## config.mk

```make
export PLATFORM = sky130hd
export DESIGN_NAME = usbf_wb_dma_hs
export DESIGN_NICKNAME = d
export VERILOG_FILES = /design/src/rtl/usbf_wb_dma_pkg.sv /design/src/rtl/usbf_dma_ch.sv /design/src/rtl/usbf_wb_dma_hs.sv
export SDC_FILE = /design/constraint.sdc
export NUM_CORES = 2
export LEC_CHECK = 0
export ABC_CLOCK_PERIOD_IN_PS = 2100
export CAP_MARGIN = 20
export CORE_ASPECT_RATIO = 0.5
export CORE_UTILIZATION = 30
export DETAILED_ROUTE_END_ITERATION = 8
export DONT_BUFFER_PORTS = 1
export SLEW_MARGIN = 20
export SYNTH_ARGS = -nofsm -noshare
export SYNTH_HDL_FRONTEND = slang
export SYNTH_SLANG_ARGS = --single-unit
```

## constraint.sdc

```tcl
create_clock -name clk -period 2.1 [get_ports clk]
set_input_delay 0.315 -clock clk [delete_from_list [all_inputs] [get_ports clk]]
set_output_delay 0.315 -clock clk [all_outputs]
set_load 0.05 [all_outputs]
```

## src/rtl/usbf_wb_dma_pkg.sv

```systemverilog
// Shared definitions for the Wishbone DMA handshake controller: register word offsets and channel states.
package usbf_wb_dma_pkg;

   // Word offsets, i.e. wb_addr_i[7:2]
   localparam logic [5:0] REG_GCTRL    = 6'h00;
   localparam logic [5:0] REG_CH_EN    = 6'h01;
   localparam logic [5:0] REG_DONE     = 6'h02;
   localparam logic [5:0] REG_ERR      = 6'h03;
   localparam logic [5:0] REG_INTA_MSK = 6'h04;
   localparam logic [5:0] REG_INTB_MSK = 6'h05;
   localparam logic [5:0] REG_CNT_BASE = 6'h10;

   typedef enum logic [1:0] {
      IDLE,
      REQ,
      GAP
   } ch_state_e;

endpackage

```

## src/rtl/usbf_dma_ch.sv

```systemverilog
// One DMA handshake channel: request FSM, remaining transfer count and ack timeout counter.
module usbf_dma_ch
   import usbf_wb_dma_pkg::*;
#(
   parameter int CNT_W   = 16,
   parameter int ACK_TMO = 255
) (
   input  logic             clk,
   input  logic             reset,
   input  logic             enable,
   input  logic             ep_rdy,
   input  logic             ack,
   input  logic             cnt_load,
   input  logic [CNT_W-1:0] cnt_wdata,
   output logic             req,
   output logic             done_pulse,
   output logic             err_pulse,
   output logic [CNT_W-1:0] cnt
);

   localparam int               TMO_W    = $clog2(ACK_TMO);
   localparam logic [TMO_W-1:0] TMO_LAST = TMO_W'(ACK_TMO - 1);

   ch_state_e        state;
   logic [TMO_W-1:0] tmo;
   logic             active;
   logic             in_req;

   assign active = enable & ep_rdy;
   assign in_req = (state == REQ) & ~cnt_load;

   // Flags fire on the edge the FSM leaves REQ; an ack always beats a timeout
   assign done_pulse = in_req & ack & (cnt == CNT_W'(1));
   assign err_pulse  = in_req & ~ack & active & (tmo == TMO_LAST);

   always_ff @(posedge clk or negedge reset) begin
      if (!reset) begin
         state <= IDLE;
         req   <= 1'b0;
         tmo   <= '0;
         cnt   <= '0;
      end else if (cnt_load) begin
         state <= IDLE;
         req   <= 1'b0;
         tmo   <= '0;
         cnt   <= cnt_wdata;
      end else begin
         case (state)
            IDLE: begin
               if (active && cnt != '0) begin
                  state <= REQ;
                  req   <= 1'b1;
                  tmo   <= '0;
               end
            end
            REQ: begin
               if (ack) begin
                  cnt   <= cnt - CNT_W'(1);
                  tmo   <= '0;
                  req   <= 1'b0;
                  state <= (cnt == CNT_W'(1)) ? IDLE : GAP;
               end else if (!active || tmo == TMO_LAST) begin
                  tmo   <= '0;
                  req   <= 1'b0;
                  state <= IDLE;
               end else begin
                  tmo <= tmo + 1'b1;
               end
            end
            GAP:     state <= IDLE;
            default: begin
               state <= IDLE;
               req   <= 1'b0;
            end
         endcase
      end
   end

endmodule

```

## src/rtl/usbf_wb_dma_hs.sv

```systemverilog
// Wishbone-programmable multi-channel DMA req/ack handshake controller with done/timeout interrupts.
module usbf_wb_dma_hs
   import usbf_wb_dma_pkg::*;
#(
   parameter int NUM_CH  = 16,
   parameter int ADDR_W  = 18,
   parameter int CNT_W   = 16,
   parameter int ACK_TMO = 255
) (
   input  logic              clk,
   input  logic              reset,
   input  logic [ADDR_W-1:0] wb_addr_i,
   input  logic [31:0]       wb_data_i,
   output logic [31:0]       wb_data_o,
   output logic              wb_ack_o,
   input  logic              wb_we_i,
   input  logic              wb_stb_i,
   input  logic              wb_cyc_i,
   output logic              inta_o,
   output logic              intb_o,
   input  logic [NUM_CH-1:0] ep_rdy_i,
   output logic [NUM_CH-1:0] dma_req_o,
   input  logic [NUM_CH-1:0] dma_ack_i
);

   logic [5:0]        word;
   logic              acc, wr;
   logic              gctrl;
   logic [NUM_CH-1:0] ch_en, done, err, inta_msk, intb_msk;
   logic [NUM_CH-1:0] done_p, err_p, cnt_load, w1c_done, w1c_err;
   logic [CNT_W-1:0]  cnt [NUM_CH];
   logic [31:0]       rdata;
   logic              unused_bits;

   assign word        = wb_addr_i[7:2];
   assign acc         = wb_stb_i & wb_cyc_i & ~wb_ack_o;
   assign wr          = acc & wb_we_i;
   assign w1c_done    = (wr && word == REG_DONE) ? wb_data_i[NUM_CH-1:0] : '0;
   assign w1c_err     = (wr && word == REG_ERR)  ? wb_data_i[NUM_CH-1:0] : '0;
   assign unused_bits = ^{wb_addr_i, wb_data_i};

   for (genvar c = 0; c < NUM_CH; c++) begin : g_ch
      assign cnt_load[c] = wr && (word == REG_CNT_BASE + 6'(c));

      usbf_dma_ch #(
         .CNT_W   (CNT_W),
         .ACK_TMO (ACK_TMO)
      ) u_ch (
         .clk        (clk),
         .reset      (reset),
         .enable     (gctrl & ch_en[c]),
         .ep_rdy     (ep_rdy_i[c]),
         .ack        (dma_ack_i[c]),
         .cnt_load   (cnt_load[c]),
         .cnt_wdata  (wb_data_i[CNT_W-1:0]),
         .req        (dma_req_o[c]),
         .done_pulse (done_p[c]),
         .err_pulse  (err_p[c]),
         .cnt        (cnt[c])
      );
   end

   always_comb begin
      rdata = '0;
      case (word)
         REG_GCTRL:    rdata = 32'(gctrl);
         REG_CH_EN:    rdata = 32'(ch_en);
         REG_DONE:     rdata = 32'(done);
         REG_ERR:      rdata = 32'(err);
         REG_INTA_MSK: rdata = 32'(inta_msk);
         REG_INTB_MSK: rdata = 32'(intb_msk);
         default: begin
            for (int c = 0; c < NUM_CH; c++) begin
               if (word == REG_CNT_BASE + 6'(c)) rdata = 32'(cnt[c]);
            end
         end
      endcase
   end

   always_ff @(posedge clk or negedge reset) begin
      if (!reset) begin
         wb_ack_o  <= 1'b0;
         wb_data_o <= '0;
         gctrl     <= 1'b0;
         ch_en     <= '0;
         done      <= '0;
         err       <= '0;
         inta_msk  <= '0;
         intb_msk  <= '0;
         inta_o    <= 1'b0;
         intb_o    <= 1'b0;
      end else begin
         wb_ack_o  <= acc;
         wb_data_o <= acc ? rdata : '0;
         if (wr && word == REG_GCTRL)    gctrl    <= wb_data_i[0];
         if (wr && word == REG_INTA_MSK) inta_msk <= wb_data_i[NUM_CH-1:0];
         if (wr && word == REG_INTB_MSK) intb_msk <= wb_data_i[NUM_CH-1:0];
         // A timed-out channel stays disabled even if software writes CH_EN on the same edge
         if (wr && word == REG_CH_EN) ch_en <= wb_data_i[NUM_CH-1:0] & ~err_p;
         else                         ch_en <= ch_en & ~err_p;
         done   <= (done & ~w1c_done) | done_p;
         err    <= (err & ~w1c_err) | err_p;
         inta_o <= |((done | err) & inta_msk);
         intb_o <= |((done | err) & intb_msk);
      end
   end

endmodule
```

Word-level counts from Yosys, hierarchy flattened
Cells that the tools add are included.
Storage, ports and cells
  bits in registers: 548
  bits in writable memories: 0
  output and inout bits: 51
  word-level logic and storage cells: 957
  memories kept: 0
  latch bits: 0
  ROM bits: 0
Cells by class
  $lt $le $gt $ge: 0
  bitwise operators: 176
  add/subtract/negate cells: 32
  multiplexer cells: 325
  multiply operators: 0
  shifts and indexed selects: 0
  eq/ne operators: 133
  reduce and logical (&&, ||, !) cells: 217
  divide/modulo/power cells: 0
Operator list (number)
  $mux 16: 52
  $mux 32: 16
  $mux 8: 64
  $eq 16x1->1 const B: 16
  $pmux 8 s2: 16
  $reduce_bool 16->1: 16
  $sub 16x1->16 const B: 16
  $pmux 32 s6: 1
  $mux 2: 80
  $and 1x1->1: 131
  $add 8x1->8 const B: 16
  $eq 8x8->1 const B: 16
  $and 16x16->16: 6
  $eq 6x5->1 const B: 16
  $reduce_and 2->1: 48
  $mux 1: 64
  $ne 4x3->1 const B: 16
  $pmux 2 s2: 16
  $reduce_bool 2->1: 32
  $ne 3x1->1 const B: 16
  $not 16->16: 3
  $or 16x16->16: 3
  $pmux 1 s3: 16
  $reduce_and 3->1: 16
  14 further kinds: 191

Logic depth before layout (Yosys ltp)
  depth in word-level cells: 19
  gate-level depth with buffers: 10

By module
From an unflattened synthesis, not the netlist that was laid out.
Second synthesis, totals
  cell total of the unflattened synthesis: 3580
  area, all modules: 32419.8 µm²
Modules (own cells, without submodules)
  usbf_dma_ch at g_ch[0].u_ch ...: cells an instance 176, times used 12, area an instance 1567.8 µm²
  usbf_wb_dma_hs: cells an instance 802, times used 1, area an instance 7395.8 µm²
  usbf_dma_ch at g_ch[8].u_ch ...: cells an instance 165, times used 2, area an instance 1547.7 µm²
  usbf_dma_ch at g_ch[7].u_ch: cells an instance 171, times used 1, area an instance 1561.5 µm²
  usbf_dma_ch at g_ch[6].u_ch: cells an instance 165, times used 1, area an instance 1554.0 µm²

Worst setup path after synthesis
OpenSTA, ideal clock, no wires.
  kind: register to register
  start: register wb_ack_o
  end: register g_ch[8].u_ch.tmo[3]
  setup slack: -0.307 ns
  period minus slack after synthesis: 2.407 ns
  path buffers: 1
  required time: 1.976 ns
  data arrival time: 2.283 ns
  stages on the path, launching flop included: 6
  library setup time: 0.124 ns
  path through: dfrtp_1 -> nand4b_1 -> clkbuf_1 -> o311ai_1 -> nor3_1 -> a211o_1
On the way
  longest elaborated chain between the ends: 6
  elaborated cells between the ends (all ways): 8
  classes of those cells: 1 x eq/ne; 1 x mux; 3 x bitwise; 3 x reduce/logical
RTL lines
  start: declaration: line usbf_wb_dma_hs.sv:15  | output logic wb_ack_o,
  start signal: assignment: line usbf_wb_dma_hs.sv:82  | wb_ack_o <= 1'b0;
  start signal: assignment: line usbf_wb_dma_hs.sv:93  | wb_ack_o <= acc;
  $not 1->1 (*): line usbf_wb_dma_hs.sv:36  | assign acc = wb_stb_i & wb_cyc_i & ~wb_ack_o;
  $and 1x1->1 (*): line usbf_wb_dma_hs.sv:36
  $and 1x1->1 (*): line usbf_wb_dma_hs.sv:37  | assign wr = acc & wb_we_i;
  $logic_and 1x1->1 (*): line usbf_wb_dma_hs.sv:43  | assign cnt_load[c] = wr && (word == REG_CNT_BASE + 6'(c));
  $ne 3x1->1 (no line) or $reduce_bool 3->1 (tied branches)
  $reduce_and 2->1 (no line)
  end signal: assignment: line usbf_dma_ch.sv:67  | tmo <= tmo + 1'b1;
  end: declaration: line usbf_dma_ch.sv:25  | logic [TMO_W-1:0] tmo;
Mark *: on every way between the ends. The rest lies on a longest branch, timed or not.
A chain may end at the register's enable or synchronous reset.

Final worst setup path
  start: register g_ch[2].u_ch.cnt[7]
  end: register wb_data_o[7]
On the way
  longest elaborated chain between the ends: 16
RTL lines
  start: declaration: line usbf_dma_ch.sv:18  | output logic [CNT_W-1:0] cnt
  start signal: assignment: line usbf_dma_ch.sv:46  | cnt <= cnt_wdata;
  start signal: assignment: line usbf_dma_ch.sv:58  | cnt <= cnt - CNT_W'(1);
  $mux 32 (14 in series): line usbf_wb_dma_hs.sv:74  | if (word == REG_CNT_BASE + 6'(c)) rdata = 32'(cnt[c]);
  $pmux 32 s6: line usbf_wb_dma_hs.sv:65  | case (word)
  $mux 32: line usbf_wb_dma_hs.sv:94  | wb_data_o <= acc ? rdata : '0;
  end signal: assignment: line usbf_wb_dma_hs.sv:94
  end: declaration: line usbf_wb_dma_hs.sv:14  | output logic [31:0] wb_data_o,
No other way between the ends.

==> metrics.md <==
| Metric | Value |
|---|---|
| Outcome | finished, violations left |
| Failing checks | hold timing, setup timing |
| # IOs | 138 |
| Rows | 82 |
| CTS tree | yes |
| PortBufs | 0 |
| GRT Resource Usage Total | 21.7% |
| Syn Inst Count | 3433 |
| Vias in the first global route | 27200 |
| Cell area after synthesis | 30500 um2 |
| Fillers | 9834 |
| Ys flop type | dfrtp_1 |
| Min Hold Slack | -0.209 ns |
| Critical path class | flop to flop |
| Fin crit period | 2.28 ns |
| Worst R2R Setup Slack | -0.18 ns |
| Pin count of the biggest net entering global routing | 533 |
| Yosys reg bits | 532 |
| Layout Skew | 0.0310 ns |
| Design area | 39000 um2 |
| Slew HR | 39.6% |
| FMAX | 0.438 GHz |
| Die area | 103000 um2 |
| DIE WIDTH | 453 um |
| Yosys top cell area share | 43.7% |
| Global-route wire length before repair | 170 mm |
| Worst EP required | 2.63 ns |
| Critical Path End Type | flop |
| Pre-Repair DR Iteration Count | 7 |
| Placement Cell Area | 35200 um2 |
| Worst path depth | 5 |
| Leakage | 16.9 nW |
| Number of nets in the layout | 3992 |
| Antenna violations before repair | 1 |
| H-Tree Depth | 2 |
| Reg2reg path depth | 5 |
| Worst VDD drop | 0.000562 V |
| Max-slew violations | 0 |
| Worst Hold Class | input port to async pin |
| Delay of the slowest critical-path stage | 0.56 ns |
| Vias/cell | 5.47 |
| Setup violations, final | 41 |
| Ys Warns | 0 |
| Root Buffer | clkbuf_16 |
| Worst path cell trace | mux4_2 -> a222oi_1 -> nand4_1 -> a221oi_4 -> nor3_2 |
| Synth cell types | 92 |
| Worst r2r dst | wb_data_o[7] |
| Drt first-iter violations | 3059 |
| P per Cell Area | 639 nW/um2 |
| WP buf/inv | 0 |
| Area grow syn2layout | 27.8% |
| TritonCTS buffer count | 57 |
| DR DRC count | 0 |
| Sequential fraction of the synthesis area | 43.7% |
| Total wire length | 114 mm |
| Crit Path Max Fanout | 3 |
| Crit path from | g_ch[2].u_ch.cnt[7] |
| Max clock buf depth | 3 |
| Commonest non-fill, non-tap cell in the layout | dfrtp_1 |
| Total vias in the final route | 28600 |
| Final Hold Vio Count | 294 |
| Total grt overflow | 0 |
| DP HPWL | 81.0 mm |
| Max-Cap Viols | 0 |
| Setup ws final | -0.183 ns |
| EDFF count, synth | 0 |
| CORE AREA | 100000 um2 |
| Critical Path Start Type | flop |
| Die Y | 227 um |
| CP Capture Point | wb_data_o[7] |
| Least-Margin Pin Slew | 0.906 ns |
| Worst path slowest cell | mux4_2 |
| Antenna Nets Post-Route | 0 |
| Final Util | 38.8% |
| Share of layout cells above drive strength 1 | 22.7% |
| Routed wire length per instance | 21.8 um |
| Initial Utilization | 30.4% |
| Reg-to-Reg Start | g_ch[2].u_ch.cnt[7] |
| Crit path DAT | 2.81 ns |
| Crit-path leading delay family | compound AO/OA/AOI/OAI gates |
| Placer congestion estimate | 0.997 |
| Synth async-reset ratio | 100% |
| Clock tree sinks | 532 |
| Worst skew pair latency | 0.65 ns |
| Post-synth top area cell | dfrtp_1 |
| Avg Synthesized Cell Area | 8.88 um2 |
| Fin crit share | 109% |
| Synth top area cells | dfrtp_1 (44%), o21ai_0 (6.2%), nand2_1 (5.8%) |
| Commonest non-fill, non-tap cells in the layout | dfrtp_1 (530), buf_4 (468), nand2_1 (466), o21ai_0 (346), nor2_1 (267) |
| Unrepaired setup endpoints after global routing | yes |
| Clock transition at path regs | 0.06 ns |
[worst min path at each step]
stage | start | to
3_3_place_gp | reset | g_ch[11].u_ch.tmo[0]
4_1_cts | reset | g_ch[11].u_ch.tmo[0]
6_report | reset | g_ch[11].u_ch.cnt[2]
3_5_place_dp | reset | g_ch[11].u_ch.tmo[0]
5_1_grt | reset | g_ch[11].u_ch.cnt[5]
2_1_floorplan | reset | ch_en[0]
[cell families (layout without fill, tap and decap cells)]
kind of cell,count (synthesis),in the layout,share of synthesized area (%)
other,1,17,0.0123
multiplexers,71,71,3.25
AO/OA/AOI/OAI,865,865,17.3
adder cells (fa/ha/maj),64,64,2.63
buffers and inverters,276,714,3.93
AND/OR/NAND/NOR,1382,1382,22.3
flip-flops,532,532,43.7
XOR/XNOR,242,242,6.95
[cell usage after synthesis, types with 33 or more instances]
cell type and n:
buf_4 33, inv_1 63, xnor2_1 179, xor2_1 63, o21ai_0 380, nand2_1 472, dfrtp_1 532, nor4_1 50
nor2_1 279, o31ai_1 47, nor3_1 111, nand3_1 117, a31oi_1 43, a22oi_1 37, or3_1 41, clkbuf_1 144
ha_1 64, and3_1 49, a21oi_1 148, nand4_1 40, mux2_2 40
[what timing repair did]
item,4_1_cts,5_1_grt
gates cloned,0,0
setup buffers,13,17
hold buffers,44,4
pin swaps,31,49
gates resized for setup,76,129
endpoints found under the setup margin,124,182
hold endpoints to repair,879,351
[registers in the layout, summed over array words and instances (netlist names)]
| signal | cells |
|---|---|
| inta_o | 1 |
| intb_msk | 16 |
| intb_o | 1 |
| done | 16 |
| g_ch.u_ch.state | 32 |
| g_ch.u_ch.cnt | 256 |
| inta_msk | 16 |
| g_ch.u_ch.tmo | 128 |
| wb_data_o | 16 |
| wb_ack_o | 1 |
| err | 16 |
| g_ch.u_ch.req | 16 |
| gctrl | 1 |
| ch_en | 16 |
[where the power goes]
part	internal, W	total, W	switching, W
sequential	0.0106	0.0110	0.000466
clock	0.00598	0.0105	0.00451
combinational	0.00148	0.00336	0.00187
total	0.0180	0.0249	0.00685
[layout make-up]
| cell class | instances | area (um2) | share of cell area [%] |
|---|---|---|---|
| multi-input cells | 2640 | 17100 | 43.8 |
| repair buffers | 546 | 4760 | 12.2 |
| diodes | 1 | 2.50 | 0.00642 |
| clock inverters | 24 | 292 | 0.748 |
| well taps | 1344 | 1680 | 4.32 |
| clock buffers | 80 | 1610 | 4.14 |
| flip-flops and latches | 532 | 13300 | 34.2 |
| inverters | 64 | 240 | 0.616 |
[layer usage]
metal	global-route usage, %	part of all wire (%)	up-vias
met5	0	0	-
met4	10.1	5.3	0
met3	3.53	7.8	275
met2	34.0	44	1115
met1	29.3	43	14100
li1	-	-	13100
[stage by stage]
step | total power, W | hold slack (ns) | TNS (ns) | setup slack, ns | instances
3_3_place_gp | 0.0136 | 0.0570 | -7.61 | -0.423 | 5047
4_1_cts | 0.0246 | -0.630 | -2.45 | -0.148 | 5206
6_report | 0.0249 | -0.209 | -2.66 | -0.183 | 5231
2_1_floorplan | 0.0127 | 0.0194 | -1.03 | -0.0664 | 3448
3_5_place_dp | 0.0137 | 0.0564 | -10.64 | -0.390 | 5047
5_1_grt | 0.0257 | -0.127 | -5.55 | -0.200 | 5231
No activity file was read; power rests on OpenSTA's default activity.
